### config.mk
export PLATFORM = sky130hd
export DESIGN_NAME = div_ctrl
export DESIGN_NICKNAME = d
export VERILOG_FILES = /design/src/rtl/div_pkg.sv /design/src/rtl/half_counter.sv /design/src/rtl/div_ctrl.sv
export SDC_FILE = /design/constraint.sdc
export NUM_CORES = 1
export LEC_CHECK = 0
export CORE_ASPECT_RATIO = 0.5
export CORE_MARGIN = 4
export CORE_UTILIZATION = 50
export DETAILED_ROUTE_END_ITERATION = 10
export PLACE_DENSITY = 0.77
export SKIP_CTS_REPAIR_TIMING = 1
export SYNTH_ARGS = -nofsm -noshare
export SYNTH_HDL_FRONTEND = slang
export SYNTH_SLANG_ARGS = --single-unit
### constraint.sdc
create_clock -name clk -period 7 [get_ports clk]
set_input_delay 0.7 -clock clk [delete_from_list [all_inputs] [get_ports clk]]
set_output_delay 0.7 -clock clk [all_outputs]
set_load 0.05 [all_outputs]
### src/rtl/div_pkg.sv
// Shared types and constants for the clock-division controller.
package div_pkg;

  localparam int unsigned DivW        = 32;
  localparam int unsigned DefaultHalf = 50_000_000;

  typedef enum logic {
    StIdle = 1'b0,
    StRun  = 1'b1
  } state_e;

endpackage

### src/rtl/half_counter.sv
// Half-period counter: counts up to half-1, then wraps, toggling clk_out and pulsing tick.
// Disabling the counter clears it, forcing clk_out low with no tick.
module half_counter
  import div_pkg::*;
#(
  parameter int unsigned W = DivW
) (
  input  logic         clk,
  input  logic         rst_n,
  input  logic         en,
  input  logic [W-1:0] half,
  output logic         wrap,
  output logic         clk_out,
  output logic         tick
);

  localparam logic [W-1:0] One = W'(1);

  logic [W-1:0] cnt_q;

  // half is never 0 (stored as 1), so half-1 cannot underflow.
  assign wrap = en && (cnt_q == (half - One));

  always_ff @(posedge clk or negedge rst_n) begin
    if (!rst_n) begin
      cnt_q   <= '0;
      clk_out <= 1'b0;
      tick    <= 1'b0;
    end else if (!en) begin
      cnt_q   <= '0;
      clk_out <= 1'b0;
      tick    <= 1'b0;
    end else if (wrap) begin
      cnt_q   <= '0;
      clk_out <= !clk_out;
      tick    <= 1'b1;
    end else begin
      cnt_q   <= cnt_q + One;
      tick    <= 1'b0;
    end
  end

endmodule

### src/rtl/div_ctrl.sv
// Run-time clock-division controller: start/stop FSM, config handshake with shadow
// registers applied only at half-period boundaries, and one-shot completion.
module div_ctrl
  import div_pkg::*;
#(
  parameter int unsigned W            = DivW,
  parameter int unsigned DEFAULT_HALF = DefaultHalf
) (
  input  logic         clk,
  input  logic         rst_n,
  input  logic         cfg_valid,
  output logic         cfg_ready,
  input  logic [W-1:0] cfg_half,
  input  logic         cfg_oneshot,
  input  logic         start,
  input  logic         stop,
  output logic         busy,
  output logic         clk_out,
  output logic         tick,
  output logic         done
);

  localparam logic [W-1:0] One     = W'(1);
  localparam logic [W-1:0] HalfRst = W'(DEFAULT_HALF);

  state_e       state_q;
  logic [W-1:0] half_q;
  logic [W-1:0] shadow_half_q;
  logic         oneshot_q;
  logic         shadow_oneshot_q;
  logic         pending_q;
  logic [1:0]   edge_cnt_q;
  logic         done_q;

  logic         xfer;
  logic         run;
  logic         wrap;
  logic         last_wrap;
  logic [W-1:0] cfg_half_eff;

  assign cfg_ready    = !pending_q;
  assign busy         = (state_q == StRun);
  assign done         = done_q;
  assign xfer         = cfg_valid && cfg_ready;
  assign cfg_half_eff = (cfg_half == '0) ? One : cfg_half;
  // Stop wins over a coincident wrap: the counter is held clear, so no tick.
  assign run          = busy && !stop;
  // Odd edge count means clk_out is high; this wrap brings it low and ends the one-shot.
  assign last_wrap    = wrap && oneshot_q && edge_cnt_q[0];

  half_counter #(
    .W(W)
  ) u_half_counter (
    .clk    (clk),
    .rst_n  (rst_n),
    .en     (run),
    .half   (half_q),
    .wrap   (wrap),
    .clk_out(clk_out),
    .tick   (tick)
  );

  always_ff @(posedge clk or negedge rst_n) begin
    if (!rst_n) begin
      state_q          <= StIdle;
      half_q           <= HalfRst;
      oneshot_q        <= 1'b0;
      shadow_half_q    <= HalfRst;
      shadow_oneshot_q <= 1'b0;
      pending_q        <= 1'b0;
      edge_cnt_q       <= '0;
      done_q           <= 1'b0;
    end else begin
      done_q <= 1'b0;
      case (state_q)
        StIdle: begin
          if (xfer) begin
            half_q    <= cfg_half_eff;
            oneshot_q <= cfg_oneshot;
          end
          if (start && !stop) begin
            state_q    <= StRun;
            edge_cnt_q <= '0;
          end
        end
        StRun: begin
          if (stop || last_wrap) begin
            // Leaving RUN: settle any configuration now so IDLE never holds a pending shadow.
            state_q    <= StIdle;
            edge_cnt_q <= '0;
            pending_q  <= 1'b0;
            done_q     <= last_wrap;
            if (xfer) begin
              half_q    <= cfg_half_eff;
              oneshot_q <= cfg_oneshot;
            end else if (pending_q) begin
              half_q    <= shadow_half_q;
              oneshot_q <= shadow_oneshot_q;
            end
          end else begin
            if (wrap) begin
              edge_cnt_q <= edge_cnt_q + 2'd1;
              if (pending_q) begin
                half_q    <= shadow_half_q;
                oneshot_q <= shadow_oneshot_q;
              end
            end
            // A transfer on a wrap cycle is held until the following wrap.
            if (xfer) begin
              shadow_half_q    <= cfg_half_eff;
              shadow_oneshot_q <= cfg_oneshot;
              pending_q        <= 1'b1;
            end else if (wrap) begin
              pending_q <= 1'b0;
            end
          end
        end
      endcase
    end
  end

endmodule

==> results.py <==
metrics = {
    "status": {
        "outcome": "finished clean",
    },
    "cells_and_area": {
        "areaGrowthSynthToFinish_pct": 12.0,
        "layout.cells.non_filler": 942,
        "fin_area_sq_mm": 0.00764,
        "multi_input_area_sq_mm": 0.00384,
        "final_core_util": 0.588,
        "layout-drive-gt1-share": 0.0972,
        "nets": 807,
        "antenna_cells": 0,
        "regArea_sq_mm": 0.00263,
        "num-fill-cells": 1145,
        "final_cell_mix": "dfrtp_1 (80), nor2_1 (67), inv_1 (44)",
        "final_common_cell": "dfrtp_1",
    },
    "global_routing": {
        "grt_pass1_vias": 5591,
        "grtUsageTotal": 0.232,
        "grt_pass1_wl_um": 29800,
        "grt-ovfl-total": 0,
        "grt_start_max_net_pins": 55,
        "antenna_found_initial": 0,
    },
    "floorplanning": {
        "fp.dieH_um": 90.6,
        "initial_core_util": 0.525,
        "pin_count": 43,
        "rows": 29,
        "core_sq_mm": 0.0130,
        "fp.dieW_um": 173,
        "dieArea_sq_mm": 0.0157,
    },
    "timing": {
        "hold_viol": 0,
        "setup_violations": 0,
        "worst_slack_ns": 2.17,
        "final_max_slew_viol_count": 0,
        "min_period_ns": 4.83,
        "max_slew_margin": 0.184,
        "rsz0062_at_grt": "false",
        "worst_slew_pin_slew_ns": 1.21,
        "timing.fmax_mhz": 207,
        "finClkSkew_ns": 0.0133,
        "setup_tns_ns": 0,
        "period_share": 0.690,
    },
    "synthesis": {
        "synth_cell_type_count": 67,
        "synth_area_per_cell_sq_um": 9.02,
        "synth_nets": 796,
        "synth_edf_count": 0,
        "ys_warn_count": 0,
        "syn_inst": 756,
        "seq_area_frac_synth": 0.386,
        "async_flop_share": 1.00,
        "syn_area_sq_mm": 0.00682,
        "ys.flop_type": "dfrtp_1",
        "synth-seq-cells": 104,
    },
    "power_and_ir_drop": {
        "p_per_area_mw_per_mm2": 311,
        "seq_power_share": 0.441,
        "pwr-share-clk": 0.221,
        "swShare": 0.401,
        "max-vdd-ir-drop_mv": 0.171,
        "switching_power_mw": 0.953,
        "p_leak_nw": 2.95,
        "intPower_mw": 1.42,
        "comb_power_share": 0.339,
    },
    "detailed_routing": {
        "drt_pre_antenna_iters": 5,
        "routed_via_density": 6.32,
        "wl_per_cell_um": 19.3,
        "drc": 0,
        "drt_iter0_markers": 664,
        "drtAntennaViolNets": 0,
        "vias": 5955,
        "wl_um": 18200,
    },
    "critical_path": {
        "crit_path_end_kind": "flop",
        "reg2reg_from": "half_q[0]",
        "r2r_setup_slack_ns": 2.17,
        "cp.arrival_ns": 5.06,
        "worst-endpoint-required_ns": 7.23,
        "critPathLaunchType": "flop",
        "cp_max_fo": 34,
        "rr_worst_depth": 10,
        "r2r_end": "shadow_half_q[4]",
        "critPathKind": "reg -> reg",
        "cpPeakStageDelay_ns": 1.04,
        "crit_chain": "inv_1, ha_1, nor3b_2, nand3_1, o22ai_1, a21oi_1, or3_1, nor4_4, a31oi_4, mux2_1",
        "critPathBufInv": 1,
        "critPathTopFamily": "simple AND/OR/NAND/NOR gates",
        "crit_slowest_cell": "nor4_4",
    },
    "clock_tree": {
        "cts_buffer_depth": 2,
        "cts_buffers": 9,
        "cts.sinks": 104,
        "clk_pin_slew_ns": 0.08,
        "root_buffer": "clkbuf_16",
        "cts_tree": "built",
        "insertion_delay_ns": 0.36,
        "h-tree-depth": 3,
    },
    "placed_design": {
        "io_buffers": 42,
        "dp_hpwl_um": 12800,
        "place_area_sq_mm": 0.00732,
        "dpl.cell_count": 926,
        "gp_congestion": 0.939,
        "place_ws_ns": 2.27,
    },
    "run": {
        "drv_cap": 0,
    },
    "worst_hold_path": {
        "min_path_type": "in -> async",
    },
}
==> synth_stat cells (all sizes together), types with 2 or more instances <==
cell / count / share of area
nor3: 25 / 0.019
o21ai: 42 / 0.031
nor4: 27 / 0.035
a31oi: 2 / 0.0028
nand3b: 2 / 0.0022
mux2i: 2 / 0.0029
and4: 2 / 0.0026
inv: 44 / 0.024
dfrtp: 80 / 0.29
xor2: 31 / 0.040
o22ai: 4 / 0.0037
a311oi: 2 / 0.0026
or2: 5 / 0.0046
clkbuf: 30 / 0.017
a211oi: 3 / 0.0033
o31ai: 4 / 0.0064
and2: 2 / 0.0018
nand2: 32 / 0.018
a32oi: 34 / 0.044
and3: 37 / 0.034
xnor2: 35 / 0.045
o211ai: 36 / 0.040
nand3: 27 / 0.020
dfstp: 24 / 0.093
or4: 14 / 0.016
a21oi: 6 / 0.0044
nor2: 70 / 0.040
mux2: 33 / 0.055
nand4b: 2 / 0.0026
buf: 18 / 0.014
nor2b: 34 / 0.031
nand4: 11 / 0.010
ha: 2 / 0.0037
nand2b: 8 / 0.0073
or3: 8 / 0.0073
==> stage by stage <==
stage               power [mW]  hold slack [ns]
floorplan                 1.58            0.404
global placement          1.80            0.472
detailed placement        1.83            0.478
CTS                       2.36            0.408
global route              2.52            0.438
finish                    2.37            0.379
==> flip-flops by register name, summed over array words and instances (netlist names) <==
name,count
half_q,32
pending_q,1
u_half_counter.tick,1
shadow_half_q,32
busy,1
u_half_counter.cnt_q,32
oneshot_q,1
shadow_oneshot_q,1
edge_cnt_q,1
done,1
u_half_counter.clk_out,1
==> logic make-up (layout without fill, tap and decap cells) <==
logic type	after synthesis	after routing	share of synthesized area
adder cells (fa/ha/maj)	2	2	0.00367
buffers and inverters	92	108	0.0545
flip-flops	104	104	0.386
AO/OA/AOI/OAI	147	147	0.155
AND/OR/NAND/NOR	310	310	0.258
multiplexers	35	35	0.0575
XOR/XNOR	66	66	0.0848
==> per-layer routing <==
metal	track usage	vias to the layer above	share of wire
met5	0	-	0
met4	0.0484	0	0.011
met3	0.0464	17	0.079
met2	0.352	258	0.44
met1	0.343	2886	0.47
li1	-	2794	-
==> area by class of cell <==
cell class / instances / area share
inverters: 44 / 0.0216
repair buffers: 48 / 0.0606
multi-input cells: 560 / 0.504
flip-flops and latches: 104 / 0.345
clock buffers: 10 / 0.0328
well taps: 170 / 0.0279
clock inverters: 6 / 0.00885
==> worst reg2reg max path, delay by kind of cell, from the launching register on <==
kind | cells | cell delay, ns
and+or+nand+nor | 4 | 2.27
AOI/OAI and AO/OA | 3 | 1.06
muxes | 1 | 0.54
DFF | 1 | 0.45
adders and majority gates | 1 | 0.26
buffers and inverters | 1 | 0.12
==> power by group through the flow <==
stage	Clock [mW]	Sequential, mW	Combinational [mW]
2_1_floorplan	0	0.910	0.667
3_5_place_dp	0	1.04	0.787
4_1_cts	0.533	1.03	0.795
3_3_place_gp	0	1.03	0.771
6_report	0.524	1.05	0.804
5_1_grt	0.558	1.07	0.889
==> worst max-delay path by stage <==
stage / startpoint / to / slack [ns] / cells past startpoint
after floorplan: half_q[0] / u_half_counter.clk_out / 3.63 / 12
after global placement: half_q[0] / shadow_half_q[11] / 2.43 / 10
after detailed placement: half_q[0] / shadow_half_q[4] / 2.27 / 10
after CTS: half_q[0] / shadow_half_q[4] / 2.20 / 10
after global routing: half_q[0] / shadow_half_q[31] / 1.86 / 10
final: half_q[0] / shadow_half_q[4] / 2.17 / 10
Note: power is estimated with default switching activity, not from simulation.
